===== config.mk =====
export PLATFORM = sky130hd
export DESIGN_NAME = mem_access_unit
export DESIGN_NICKNAME = d
export VERILOG_FILES = /design/src/rtl/mem_pkg.sv /design/src/rtl/load_formatter.sv /design/src/rtl/mem_access_unit.sv
export SDC_FILE = /design/constraint.sdc
export NUM_CORES = 1
export LEC_CHECK = 0
export CAP_MARGIN = 20
export CORE_MARGIN = 3
export CORE_UTILIZATION = 39
export CTS_CLUSTER_DIAMETER = 150
export DETAILED_ROUTE_END_ITERATION = 8
export PLACE_DENSITY_LB_ADDON = 0.05
export SLEW_MARGIN = 20
export SYNTH_ARGS = -nofsm -noshare
export SYNTH_HDL_FRONTEND = slang
export SYNTH_SLANG_ARGS = --single-unit

===== constraint.sdc =====
create_clock -name CLK -period 2.1 [get_ports CLK]
set_clock_uncertainty 0.15 [all_clocks]
set_input_delay 0.525 -clock CLK [delete_from_list [all_inputs] [get_ports CLK]]
set_output_delay 0.525 -clock CLK [all_outputs]
set_load 0.02 [all_outputs]

===== src/rtl/mem_pkg.sv =====
// Shared encodings for the MEM-stage data memory access unit.
package mem_pkg;

   localparam logic [1:0] SZ_BYTE = 2'b00;
   localparam logic [1:0] SZ_HALF = 2'b01;
   localparam logic [1:0] SZ_WORD = 2'b10;

   typedef enum logic [1:0] {
      ST_IDLE = 2'b00,
      ST_BUSY = 2'b01,
      ST_DONE = 2'b10
   } state_t;

endpackage


===== src/rtl/load_formatter.sv =====
// Selects the addressed byte/halfword lane of a read word and zero- or
// sign-extends it to 32 bits; words pass through unchanged.
module load_formatter
   import mem_pkg::*;
(
   input  logic [31:0] rdata,
   input  logic [1:0]  lane,
   input  logic [1:0]  size,
   input  logic        is_signed,
   output logic [31:0] data
);

   logic [7:0]  byte_sel;
   logic [15:0] half_sel;

   always_comb begin
      byte_sel = rdata[7:0];
      case (lane)
         2'd0:    byte_sel = rdata[7:0];
         2'd1:    byte_sel = rdata[15:8];
         2'd2:    byte_sel = rdata[23:16];
         default: byte_sel = rdata[31:24];
      endcase
      half_sel = lane[1] ? rdata[31:16] : rdata[15:0];

      // Size 2'b11 is treated as a word access.
      case (size)
         SZ_BYTE: data = {{24{is_signed & byte_sel[7]}}, byte_sel};
         SZ_HALF: data = {{16{is_signed & half_sel[15]}}, half_sel};
         default: data = rdata;
      endcase
   end

endmodule


===== src/rtl/mem_access_unit.sv =====
// MEM-stage data memory access unit: turns load/store requests into a
// req/ack bus transaction, formats load data and stalls the pipeline meanwhile.
module mem_access_unit
   import mem_pkg::*;
#(
   parameter int TIMEOUT = 255
) (
   input  logic        CLK,
   input  logic        RST,
   input  logic        MemRead,
   input  logic        MemWrite,
   input  logic [1:0]  MemSize,
   input  logic        MemSigned,
   input  logic [31:0] ALUOut,
   input  logic [31:0] WriteData,
   output logic [31:0] ReadData,
   output logic        Stall,
   output logic        AddrErr,
   output logic        BusErr,
   output logic        mem_req,
   output logic        mem_we,
   output logic [29:0] mem_addr,
   output logic [3:0]  mem_be,
   output logic [31:0] mem_wdata,
   input  logic        mem_ack,
   input  logic [31:0] mem_rdata
);

   localparam logic [7:0] TO_LAST = 8'(TIMEOUT - 1);
   localparam bit         TO_EN   = (TIMEOUT != 0);

   state_t      state;
   logic [7:0]  wait_cnt;
   logic [1:0]  lane_q;
   logic [1:0]  size_q;
   logic        signed_q;
   logic        access;
   logic        misaligned;
   logic [3:0]  be_next;
   logic [31:0] wdata_next;
   logic [31:0] fmt_data;
   logic        timeout_hit;

   assign access      = MemRead | MemWrite;
   assign misaligned  = ((MemSize == SZ_HALF) && ALUOut[0]) ||
                        (MemSize[1] && (ALUOut[1:0] != 2'b00));
   assign timeout_hit = TO_EN && (wait_cnt == TO_LAST);

   // Stall and AddrErr must react in the same cycle the request shows up.
   assign Stall   = !RST && ((state == ST_BUSY) ||
                             ((state == ST_IDLE) && access && !misaligned));
   assign AddrErr = !RST && (state == ST_IDLE) && access && misaligned;

   always_comb begin
      case (MemSize)
         SZ_BYTE: begin
            be_next    = 4'b0001 << ALUOut[1:0];
            wdata_next = {4{WriteData[7:0]}};
         end
         SZ_HALF: begin
            be_next    = 4'b0011 << ALUOut[1:0];
            wdata_next = {2{WriteData[15:0]}};
         end
         default: begin
            be_next    = 4'b1111;
            wdata_next = WriteData;
         end
      endcase
   end

   load_formatter u_fmt (
      .rdata     (mem_rdata),
      .lane      (lane_q),
      .size      (size_q),
      .is_signed (signed_q),
      .data      (fmt_data)
   );

   always_ff @(posedge CLK) begin
      if (RST) begin
         state     <= ST_IDLE;
         ReadData  <= 32'd0;
         BusErr    <= 1'b0;
         mem_req   <= 1'b0;
         mem_we    <= 1'b0;
         mem_addr  <= 30'd0;
         mem_be    <= 4'd0;
         mem_wdata <= 32'd0;
         wait_cnt  <= 8'd0;
         lane_q    <= 2'd0;
         size_q    <= 2'd0;
         signed_q  <= 1'b0;
      end else begin
         BusErr <= 1'b0;
         case (state)
            ST_IDLE: begin
               if (access && !misaligned) begin
                  mem_req   <= 1'b1;
                  mem_we    <= MemWrite;
                  mem_addr  <= ALUOut[31:2];
                  mem_be    <= be_next;
                  mem_wdata <= wdata_next;
                  lane_q    <= ALUOut[1:0];
                  size_q    <= MemSize;
                  signed_q  <= MemSigned;
                  wait_cnt  <= 8'd0;
                  state     <= ST_BUSY;
               end
            end
            ST_BUSY: begin
               if (mem_ack) begin
                  mem_req <= 1'b0;
                  if (!mem_we)
                     ReadData <= fmt_data;
                  state <= ST_DONE;
               end else if (timeout_hit) begin
                  mem_req  <= 1'b0;
                  BusErr   <= 1'b1;
                  ReadData <= 32'd0;
                  state    <= ST_DONE;
               end else if (wait_cnt != 8'hFF) begin
                  wait_cnt <= wait_cnt + 8'd1;
               end
            end
            ST_DONE: state <= ST_IDLE;
            default: state <= ST_IDLE;
         endcase
      end
   end

endmodule


==> flow_metrics.env <==
export IMPL_syn_nets=693
export IMPL_cp_depth=5
export IMPL_drc=0
export IMPL_nNetsFinal=934
export IMPL_die_area_um2=14350
export IMPL_setup_viol=0
export IMPL_syn_inst=587
export IMPL_yosys_warnings=0
export IMPL_grt_pass1_wl_mm=26.58
export IMPL_synth_ff_type="dfxtp_1"
export IMPL_ys_seq_area_share_pct=45.97
export IMPL_path_buf_inv=2
export IMPL_power_density_nw_per_um2=791.0
export IMPL_coreArea_um2=12310
export IMPL_cp_slowest_cell="nor4b_4"
export IMPL_cts_tree="done"
export IMPL_ios=207
export IMPL_start_kind="input port"
export IMPL_grt_total_usage_pct=23.05
export IMPL_ys_types=56
export IMPL_rows=40
export IMPL_tns_ns=0
export IMPL_netlist_area_leader_share_pct=45.97
export IMPL_grt_overflow=0
export IMPL_grt_pass1_vias=5222
export IMPL_cts_sinks=116
export IMPL_place_gp_congestion=0.8953
export IMPL_rrSetupSlack_ns=0.14
export IMPL_worst_pin_slew_ns=0.7787
export IMPL_yosys_top_cells_area="dfxtp_1 46%, nand2_1 9.7%, a21oi_1 5.8%"
export IMPL_netlist_area_um2=5051
export IMPL_synth_area_per_cell_um2=8.605
export IMPL_clock_path_buffers=2
export IMPL_num_antenna_cells=0
export IMPL_drt_pass1_iterations=5
export IMPL_status="finished, final reports clean"
export IMPL_final_core_util_pct=67.93
export IMPL_antenna_found_initial=0
export IMPL_wl_per_cell_um=16.30
export IMPL_synth_largest_area_cell="dfxtp_1"
export IMPL_end_kind="primary output"
export IMPL_min_delay_path_class="in -> reg"
export IMPL_area_delta_synth_final_pct=65.57
export IMPL_cp_max_fo=2
export IMPL_cp_cell_sequence="clkdlybuf4s15_1 > nand2_2 > and2_4 > nor4b_4 > buf_4"
export IMPL_cp_required_ns=1.42
export IMPL_hold_viol_final=0
export IMPL_synth_edf_count=0
export IMPL_clkLatencyLatePin_ns=0.41
export IMPL_antenna_left=0
export IMPL_relSlewSlack_pct=48.09
export IMPL_fp_dieW_um=119.8
export IMPL_place_hpwl_mm=11.86
export IMPL_die_h_um=119.8
export IMPL_ir_drop_v=0.0005107
export IMPL_viasPerCell=5.140
export IMPL_clock_fmax_mhz=484.2
export IMPL_crit_type="in -> out"
export IMPL_async_reset_ff_share_pct=0
export IMPL_r2r_cells=6
export IMPL_whs_path_depth=2
export IMPL_initial_core_util_pct=41.03
export IMPL_fin_crit_sh_pct=98.34
export IMPL_grt_max_degree=76
export IMPL_vias=5186
export IMPL_p_leak_uw=0.003493
export IMPL_path_clk_slew_ns=0.05
export IMPL_critPathTopFamily="simple AND/OR/NAND/NOR gates"
export IMPL_drtIter0Drc=244
export IMPL_portBuffers=206
export IMPL_routed_wl_mm=16.44
export IMPL_ys_seq_elements=116
export IMPL_arrival_ns=1.39
export IMPL_htreeDepth=4
export IMPL_cts_root_buf="clkbuf_16"
export IMPL_cap_violations=0
export IMPL_period_minus_slack_ns=2.065
export IMPL_slew_viol_final=0
export IMPL_slowest_delay_ns=0.25
export IMPL_layout_drive_gt1_share_pct=14.51
export IMPL_numCtsBuffers=17
## power by group
group          internal, µW  total (µW)  switching [µW]
clock network          1910        2900             993
registers              2330        2410            72.8
logic                   666        1300             639
total                  4910        6610            1710
## synthesized netlist by cell type, types with 7 or more instances
cell type / instances
a21oi_1: 59
dfxtp_1: 116
a221o_1: 16
a311oi_1: 10
o21ai_0: 20
nand2b_1: 19
mux2i_1: 24
clkbuf_1: 35
o2bb2ai_1: 7
o211ai_1: 11
a32o_1: 7
nor2b_1: 11
nand2_1: 130
nor2_1: 31
mux2_2: 8
a211oi_1: 8
## timing repair
item,in CTS,in global routing
setup buffers,6,1
gates cloned,0,1
hold buffers,0,0
gates resized for setup,28,29
pin swaps,7,5
endpoints found under the setup margin,19,84
## cells in the final DEF (no fill, tap or decap), drive strengths merged, types with 17 or more instances in the layout
cell             n
a21oi           60
buf             65
clkbuf          24
clkdlybuf4s50  179
dfxtp          116
dlymetal6s2s    17
mux2i           24
nand2          130
nand2b          20
nor2            31
o21ai           21
## worst paths after layout
| check | to | startpoint |
|---|---|---|
| max reg2reg | ReadData[17] | lane_q[1] |
| min reg2reg | mem_wdata[25] | mem_wdata[25] |
| max | AddrErr | MemSize[0] |
| min | BusErr | RST |
## registers in the layout, indices dropped and copies added (netlist names), 2 cells and up
register / count
state: 2
wait_cnt: 8
lane_q: 2
mem_wdata: 32
mem_be: 4
mem_addr: 30
size_q: 2
ReadData: 32
## final cells by class
type | count | area [µm²]
Inverter | 7 | 26.28
Tap cell | 168 | 210.2
Sequential cell | 116 | 2322
Clock buffer | 21 | 460.4
Fill cell | 1020 | 3949
Multi-Input combinational cell | 418 | 2566
Clock inverter | 11 | 132.6
Timing Repair Buffer | 268 | 2645
## layer usage
metal / GRT usage, % / routed length (µm) / up-vias
li1: - / - / 2560
met1: 27.60 / 6819 / 2465
met2: 38.45 / 8181 / 152
met3: 9.378 / 1294 / 9
met4: 6.013 / 147 / 0
met5: 0 / 0 / -
## logic make-up after synthesis
| group | count (synthesis) | share of synthesized area [%] |
|---|---|---|
| multiplexers | 33 | 6.985 |
| XOR/XNOR | 5 | 0.8669 |
| flip-flops | 116 | 45.97 |
| AO/OA/AOI/OAI | 156 | 21.40 |
| adder cells (fa/ha/maj) | 2 | 0.4953 |
| buffers and inverters | 53 | 4.335 |
| AND/OR/NAND/NOR | 222 | 19.94 |
## through the flow
step                setup WS, ns  instances  total power (µW)  hold slack [ns]  area [µm²]
CTS                   -0.0008015       1007              6644           0.2520        8273
floorplan                0.02501        587              3031           0.2948        5057
global placement         -0.8778        969              3702           0.2912        7605
detailed placement       -0.8735        969              3720           0.2981        7605
global route           -0.001582       1009              6895           0.2776        8363
finish                   0.03495       1009              6615           0.2676        8363
Power figures use the tool's default switching activity.
